--- src/rtl/frame_recover.sv ---
// Pixel-stream recovery: qualifies pixel strobes, tags each pixel with its raster
// coordinate and frame markers, and enforces the configured frame geometry.
module frame_recover #(
  parameter int WIDTH            = 640,
  parameter int HEIGHT           = 480,
  parameter int PIXEL_BITS       = 16,
  parameter int EDGE_MODE        = 1,
  parameter int FRAME_COUNT_BITS = 8,
  localparam int HW = $clog2(WIDTH),
  localparam int VW = (HEIGHT > 1) ? $clog2(HEIGHT) : 1
) (
  input  logic                        system_clk_in,
  input  logic                        rst_in,
  input  logic                        valid_pixel_in,
  input  logic [PIXEL_BITS-1:0]       pixel_in,
  input  logic                        frame_done_in,
  output logic [PIXEL_BITS-1:0]       pixel_out,
  output logic                        data_valid_out,
  output logic [HW-1:0]               hcount_out,
  output logic [VW-1:0]               vcount_out,
  output logic                        sof_out,
  output logic                        eol_out,
  output logic                        eof_out,
  output logic                        overrun_out,
  output logic                        short_frame_out,
  output logic [FRAME_COUNT_BITS-1:0] frame_count_out
);

  // state    | meaning
  // WAIT_SOF | idle, next accepted pixel starts a frame at (0,0)
  // ACTIVE   | frame in progress, pixels emitted at (h,v)
  // FULL     | frame complete, further pixels dropped as overrun
  typedef enum logic [1:0] {WAIT_SOF, ACTIVE, FULL} state_t;

  localparam logic [HW-1:0] H_LAST = HW'(WIDTH - 1);
  localparam logic [VW-1:0] V_LAST = VW'(HEIGHT - 1);

  state_t                      state_q, state_d;
  logic                        prev_q;
  logic [HW-1:0]               h_q, h_d;
  logic [VW-1:0]               v_q, v_d;
  logic [FRAME_COUNT_BITS-1:0] fc_q, fc_d;
  logic [PIXEL_BITS-1:0]       pix_q, pix_d;
  logic [HW-1:0]               hc_q, hc_d;
  logic [VW-1:0]               vc_q, vc_d;
  logic                        dv_q, dv_d;
  logic                        sof_q, sof_d;
  logic                        eol_q, eol_d;
  logic                        eof_q, eof_d;
  logic                        ovr_q, ovr_d;
  logic                        short_q, short_d;
  logic                        accept;

  always_ff @(posedge system_clk_in or posedge rst_in) begin
    if (rst_in) begin
      state_q <= WAIT_SOF;
      prev_q  <= 1'b0;
      h_q     <= '0;
      v_q     <= '0;
      fc_q    <= '0;
      pix_q   <= '0;
      hc_q    <= '0;
      vc_q    <= '0;
      dv_q    <= 1'b0;
      sof_q   <= 1'b0;
      eol_q   <= 1'b0;
      eof_q   <= 1'b0;
      ovr_q   <= 1'b0;
      short_q <= 1'b0;
    end else begin
      state_q <= state_d;
      prev_q  <= valid_pixel_in;
      h_q     <= h_d;
      v_q     <= v_d;
      fc_q    <= fc_d;
      pix_q   <= pix_d;
      hc_q    <= hc_d;
      vc_q    <= vc_d;
      dv_q    <= dv_d;
      sof_q   <= sof_d;
      eol_q   <= eol_d;
      eof_q   <= eof_d;
      ovr_q   <= ovr_d;
      short_q <= short_d;
    end
  end

  always_comb begin
    if (EDGE_MODE != 0) accept = valid_pixel_in & ~prev_q;
    else                accept = valid_pixel_in;
  end

  always_comb begin
    state_d = state_q;
    h_d     = h_q;
    v_d     = v_q;
    fc_d    = fc_q;
    pix_d   = pix_q;
    hc_d    = hc_q;
    vc_d    = vc_q;
    dv_d    = 1'b0;
    sof_d   = 1'b0;
    eol_d   = 1'b0;
    eof_d   = 1'b0;
    ovr_d   = 1'b0;
    short_d = 1'b0;

    // End-of-frame from the capture path wins over a same-cycle accept
    if (frame_done_in) begin
      short_d = (state_q == ACTIVE);
      h_d     = '0;
      v_d     = '0;
      state_d = WAIT_SOF;
    end else if (accept) begin
      case (state_q)
        WAIT_SOF: begin
          dv_d    = 1'b1;
          sof_d   = 1'b1;
          pix_d   = pixel_in;
          hc_d    = '0;
          vc_d    = '0;
          h_d     = HW'(1);
          v_d     = '0;
          state_d = ACTIVE;
        end
        ACTIVE: begin
          dv_d  = 1'b1;
          pix_d = pixel_in;
          hc_d  = h_q;
          vc_d  = v_q;
          h_d   = h_q + 1'b1;
          if (h_q == H_LAST) begin
            eol_d = 1'b1;
            h_d   = '0;
            v_d   = v_q + 1'b1;
            if (v_q == V_LAST) begin
              eof_d   = 1'b1;
              v_d     = '0;
              fc_d    = fc_q + 1'b1;
              state_d = FULL;
            end
          end
        end
        FULL: begin
          ovr_d = 1'b1;
        end
        default: state_d = WAIT_SOF;
      endcase
    end
  end

  assign pixel_out       = pix_q;
  assign data_valid_out  = dv_q;
  assign hcount_out      = hc_q;
  assign vcount_out      = vc_q;
  assign sof_out         = sof_q;
  assign eol_out         = eol_q;
  assign eof_out         = eof_q;
  assign overrun_out     = ovr_q;
  assign short_frame_out = short_q;
  assign frame_count_out = fc_q;

endmodule
--- config.mk ---
export PLATFORM = sky130hd
export DESIGN_NAME = frame_recover
export DESIGN_NICKNAME = d
export VERILOG_FILES = /design/src/rtl/frame_recover.sv
export SDC_FILE = /design/constraint.sdc
export NUM_CORES = 1
export LEC_CHECK = 0
export CAP_MARGIN = 0
export CORE_MARGIN = 2
export CORE_UTILIZATION = 50
export DETAILED_ROUTE_END_ITERATION = 12
export PLACE_DENSITY = 0.79
export SYNTH_ARGS = -nofsm -noshare
export SYNTH_HDL_FRONTEND = slang
export SYNTH_SLANG_ARGS = --single-unit
--- constraint.sdc ---
create_clock -name system_clk_in -period 2.6 [get_ports system_clk_in]
set_input_delay 0.39 -clock system_clk_in [delete_from_list [all_inputs] [get_ports system_clk_in]]
set_output_delay 0.39 -clock system_clk_in [all_outputs]
set_load 0.05 [all_outputs]
; Yosys cells after proc, flatten, opt, wreduce, memory -nomap -nowiden
; Index checks and enable logic that the tools add are counted.
; W data, S select, Z words.
[word_totals]
in_bits = 20
reg_bits = 71
ram_bits = 0
n_memories = 0
mem_bits_ro = 0
latch_bits = 0
[classes]
multipliers = 0
reduce_logical = 11
n_eq_ne = 7
div = 0
bitwise = 3
magnitude_cmp = 0
shift = 0
addsub = 3
n_mux = 35
[ops]
columns = op, n
row1 = $pmux W10 S2, 2
row2 = $mux W9, 4
row3 = $pmux W9 S2, 2
row4 = $mux W10, 3
row5 = $mux W1, 19
row6 = $add A10 B1 Y10 const B, 1
row7 = $eq A10 B10 Y1 const B, 1
row8 = $add A9 B1 Y9 const B, 1
row9 = $eq A9 B9 Y1 const B, 1
row10 = $reduce_and A3 Y1, 3
row11 = $add A8 B1 Y8 const B, 1
row12 = $mux W2, 4
row13 = $ne A3 B2 Y1 const B, 2
row14 = $pmux W2 S3, 1
row15 = $reduce_and A5 Y1, 1
row16 = $reduce_and A4 Y1, 1
row17 = $reduce_bool A2 Y1, 2
row18 = $reduce_bool A3 Y1, 1
row19 = $eq A2 B1 Y1 const B, 1
row20 = $eq A2 B2 Y1 const B, 1
row21 = $logic_not A2 Y1, 1
row22 = $ne A2 B2 Y1 const B, 1
row23 = $not A1 Y1, 2
row24 = $reduce_and A2 Y1, 1
row25 = other kinds (2), 2

; Depth between registers and ports, before layout
[logic_depth]
depth_word = 6
depth_mapped = 7
mapped_depth_nobuf = 6

; Worst setup path after synthesis
; Ideal clock, no wire load.
[synth_timing]
kind = register -> register
start = reg v_q[0]
end = reg fc_q[1], in the netlist frame_count_out[1]
arrival_time_ps = 1784
period_less_slack_ps = 1908
path_stages_with_launch = 6
setup_time_ps = 125
required_ps = 2475
slack_ps = 692
path_buffers = 0
cell_sequence = dfrtp_1 -> ha_1 -> nand2_1 -> nor4_1 -> nor3b_4 -> mux2_2
[synth_between]
elab_chain_cells = 2
[synth_lines]
columns = element, line
row1 = start: declaration, 41  ; logic [VW-1:0] v_q, v_d;
row2 = start signal: assignment, 74  ; v_q <= v_d;
row3 = $eq A9 B9 Y1, 136  ; if (v_q == V_LAST) begin
row4 = $reduce_and A5 Y1 (no source line), -
row5 = end signal: assignment, 60  ; fc_q <= '0;
row6 = end signal: assignment, 75  ; fc_q <= fc_d;
row7 = end: declaration, 42  ; logic [FRAME_COUNT_BITS-1:0] fc_q, fc_d;
; No other way between the ends.
; A chain may end at the register's enable or synchronous reset.

; Worst setup path after layout
[layout_timing]
start = reg h_q[0]
end = reg fc_q[4], in the netlist frame_count_out[4]
[layout_between]
elab_chain_cells = 2
[layout_lines]
columns = element, line
row1 = start: declaration, 40  ; logic [HW-1:0] h_q, h_d;
row2 = start signal: assignment, 58  ; h_q <= '0;
row3 = start signal: assignment, 73  ; h_q <= h_d;
row4 = $eq A10 B10 Y1, 132  ; if (h_q == H_LAST) begin
row5 = $reduce_and A5 Y1 (no source line), -
; No other way between the ends.

==> results.sh <==
export IMPL_crit_chain="ha_1, and2_1, nand4_1, nor3b_4, buf_4, nand4_1, xnor2_1"
export IMPL_port_buffers=68
export IMPL_worst_path_max_fanout=7
export IMPL_cts_tree="built"
export IMPL_finalSetupTns_ps=0
export IMPL_drv_slew=0
export IMPL_cts_sinks=71
export IMPL_required_ps=2830
export IMPL_total_power_mw=2.69
export IMPL_fmax_mhz=470
export IMPL_synth_nets=338
export IMPL_grt_first_pass_wirelength_um=10500
export IMPL_p_leak_nw=1.94
export IMPL_synth_seq_cells=71
export IMPL_fill_cells=453
export IMPL_timing_final_ws_setup_ps=474
export IMPL_critPathMaxStageDelay_ps=420
export IMPL_hold_slack_ps=456
export IMPL_maxCapViolations=0
export IMPL_min_period_ps=2130
export IMPL_worstMarginPinSlew_ps=534
export IMPL_place_congestion=0.858
export IMPL_status="finished clean"
export IMPL_synthFlopType="dfrtp_1"
export IMPL_layout_commonest_cell="nand2_1"
export IMPL_synth_edf_count=0
export IMPL_antenna_found_initial=0
export IMPL_cts_clk_slew_worst_paths_ps=70
export IMPL_syn_cell_area_um2=3090
export IMPL_drtPass1Iterations=6
export IMPL_setup_viol=0
export IMPL_rsz0062_at_grt="no"
export IMPL_drt_total_wl_um=6590
export IMPL_p_per_area_nw_per_um2=658
export IMPL_crit_type="flop to flop"
export IMPL_die_w_um=82.6
export IMPL_netlist_cell_type_count=45
export IMPL_wl_per_cell_um=14.0
export IMPL_post_route_drc_count=0
export IMPL_path_common_cell="nand4_1"
export IMPL_end_kind="flop"
export IMPL_area_growth_pct=32.6
export IMPL_cts_made_buffers=9
export IMPL_nets=412
export IMPL_cts_root_buf="clkbuf_8"
export IMPL_die_h_um=82.6
export IMPL_cts_resized=0
export IMPL_clock_skew_ps=7.75
export IMPL_ir_worst_vdd_v=0.000432
export IMPL_clkLatencyLatePin_ps=340
export IMPL_overflow=0
export IMPL_cts_max_level=3
export IMPL_yosys_warnings=0
export IMPL_vias=2476
export IMPL_stdcell_area_um2=4100
export IMPL_yosysTopAreaCell="dfrtp_1"
export IMPL_placed_area_um2=3870
export IMPL_synthTopCellsByArea="dfrtp_1 58%, nand2_1 12%, nand3_1 4.2%, xnor2_1 3.7%, nor2_1 2.3%"
export IMPL_grt_max_degree=72
export IMPL_dp_hpwl_um=4620
export IMPL_ys_seq_area_frac=0.575
export IMPL_mostFrequentLayoutCells="97 x nand2_1, 71 x dfrtp_1, 68 x clkdlybuf4s50_1"
export IMPL_post_cts_setup_buffers=0
export IMPL_final_layout_size_suffix_gt1_frac=0.0888
export IMPL_final_period_utilization=0.818
export IMPL_clk_path_buf_depth=2
export IMPL_coreArea_um2=5960
export IMPL_arrival_ps=2350
export IMPL_antennaDiodeCount=0
export IMPL_synth_top_area_frac=0.575
export IMPL_die_area_um2=6820
export IMPL_slowest_stage="dfrtp_1"
export IMPL_hold_class="input pin to asynchronous set/reset pin"
export IMPL_start_util=0.518
export IMPL_hold_viol=0
export IMPL_maxSlewHeadroom=0.643
export IMPL_cts_hold_fix_buffers=0
export IMPL_start_kind="flop"
export IMPL_avgViaCountPerCell=5.28
export IMPL_io_pins=69
export IMPL_syn_area_per_cell_um2=9.80
export IMPL_fp_row_count=28
export IMPL_grt_pass1_vias=2329
export IMPL_drt_iter0_drc=199
export IMPL_pre_cts_ws_ps=172
export IMPL_postRouteAntennaNets=0
export IMPL_async_flop_share=1.00
export IMPL_grt_use_total=0.205
export IMPL_syn_inst=315
-- power breakdown --
part           leakage, nW  total (mW)  switching (mW)  internal (mW)
combinational        0.861       0.522           0.345          0.177
clock                0.116       0.964           0.402          0.562
sequential           0.961        1.21          0.0395           1.17
total                 1.94        2.69           0.786           1.91
-- state kept, by name, summed over array words and instances (netlist names), 2 cells and up --
signal / flops
vcount_out: 9
pixel_out: 16
v_q: 9
h_q: 10
frame_count_out: 8
hcount_out: 10
state_q: 2
-- kinds of logic after synthesis --
group	count (synthesis)	synth area share
xor+xnor	16	0.0454
compound gates	25	0.0555
buf+inv	18	0.0324
flops	71	0.575
simple gates	180	0.272
mux	2	0.00689
fa+ha+maj	3	0.0122
-- worst paths after layout --
kind | slack, ps | to | start | cells past startpoint
worst max-delay path | 470 | frame_count_out[4] | h_q[0] | 7
worst min-delay path | 460 | pixel_out[4] | rst_in | 3
worst max register to register | 470 | frame_count_out[4] | h_q[0] | 7
worst min register to register | 470 | vcount_out[0] | vcount_out[0] | 2
max in group asynchronous | 1870 | vcount_out[2] | rst_in | 3
min in group system_clk_in | 470 | vcount_out[0] | vcount_out[0] | 2
-- cell usage after synthesis, types with 4 or more instances --
library cell	count
clkbuf_1	8
nor4_1	4
o21ai_0	9
a21oi_1	5
nand2_1	97
nor2_1	19
nand3_1	26
nand4_1	6
xnor2_1	13
dfrtp_1	71
-- through the flow --
step	util	cells
global placement	0.650	453
detailed placement	0.650	453
floorplan	-	315
global route	0.688	469
finish	0.688	469
CTS	0.688	469
-- worst max-delay path, delay by kind of cell, from the launching register on --
family	cells	cell delay, ps
simple gates	4	1040
flops	1	420
fa+ha+maj	1	210
buf+inv	1	190
xor+xnor	1	150
-- area by class of cell --
class                           count  area [um^2]  share of cell area
Timing Repair Buffer               78          781               0.191
Clock buffer                       10          138              0.0336
Clock inverter                      6         83.8              0.0205
Multi-Input combinational cell    226         1210               0.296
Sequential cell                    71         1780               0.434
Inverter                            3         11.3             0.00275
Tap cell                           75         93.8              0.0229
-- routing by layer --
layer | share of wire | vias to the layer above | global-route usage
met5 | 0 | - | 0
met4 | 0.0070 | 0 | 0.0639
met3 | 0.069 | 6 | 0.0707
met2 | 0.46 | 71 | 0.331
met1 | 0.46 | 1197 | 0.261
li1 | - | 1202 | -
No activity file was read; power rests on OpenSTA's default activity.
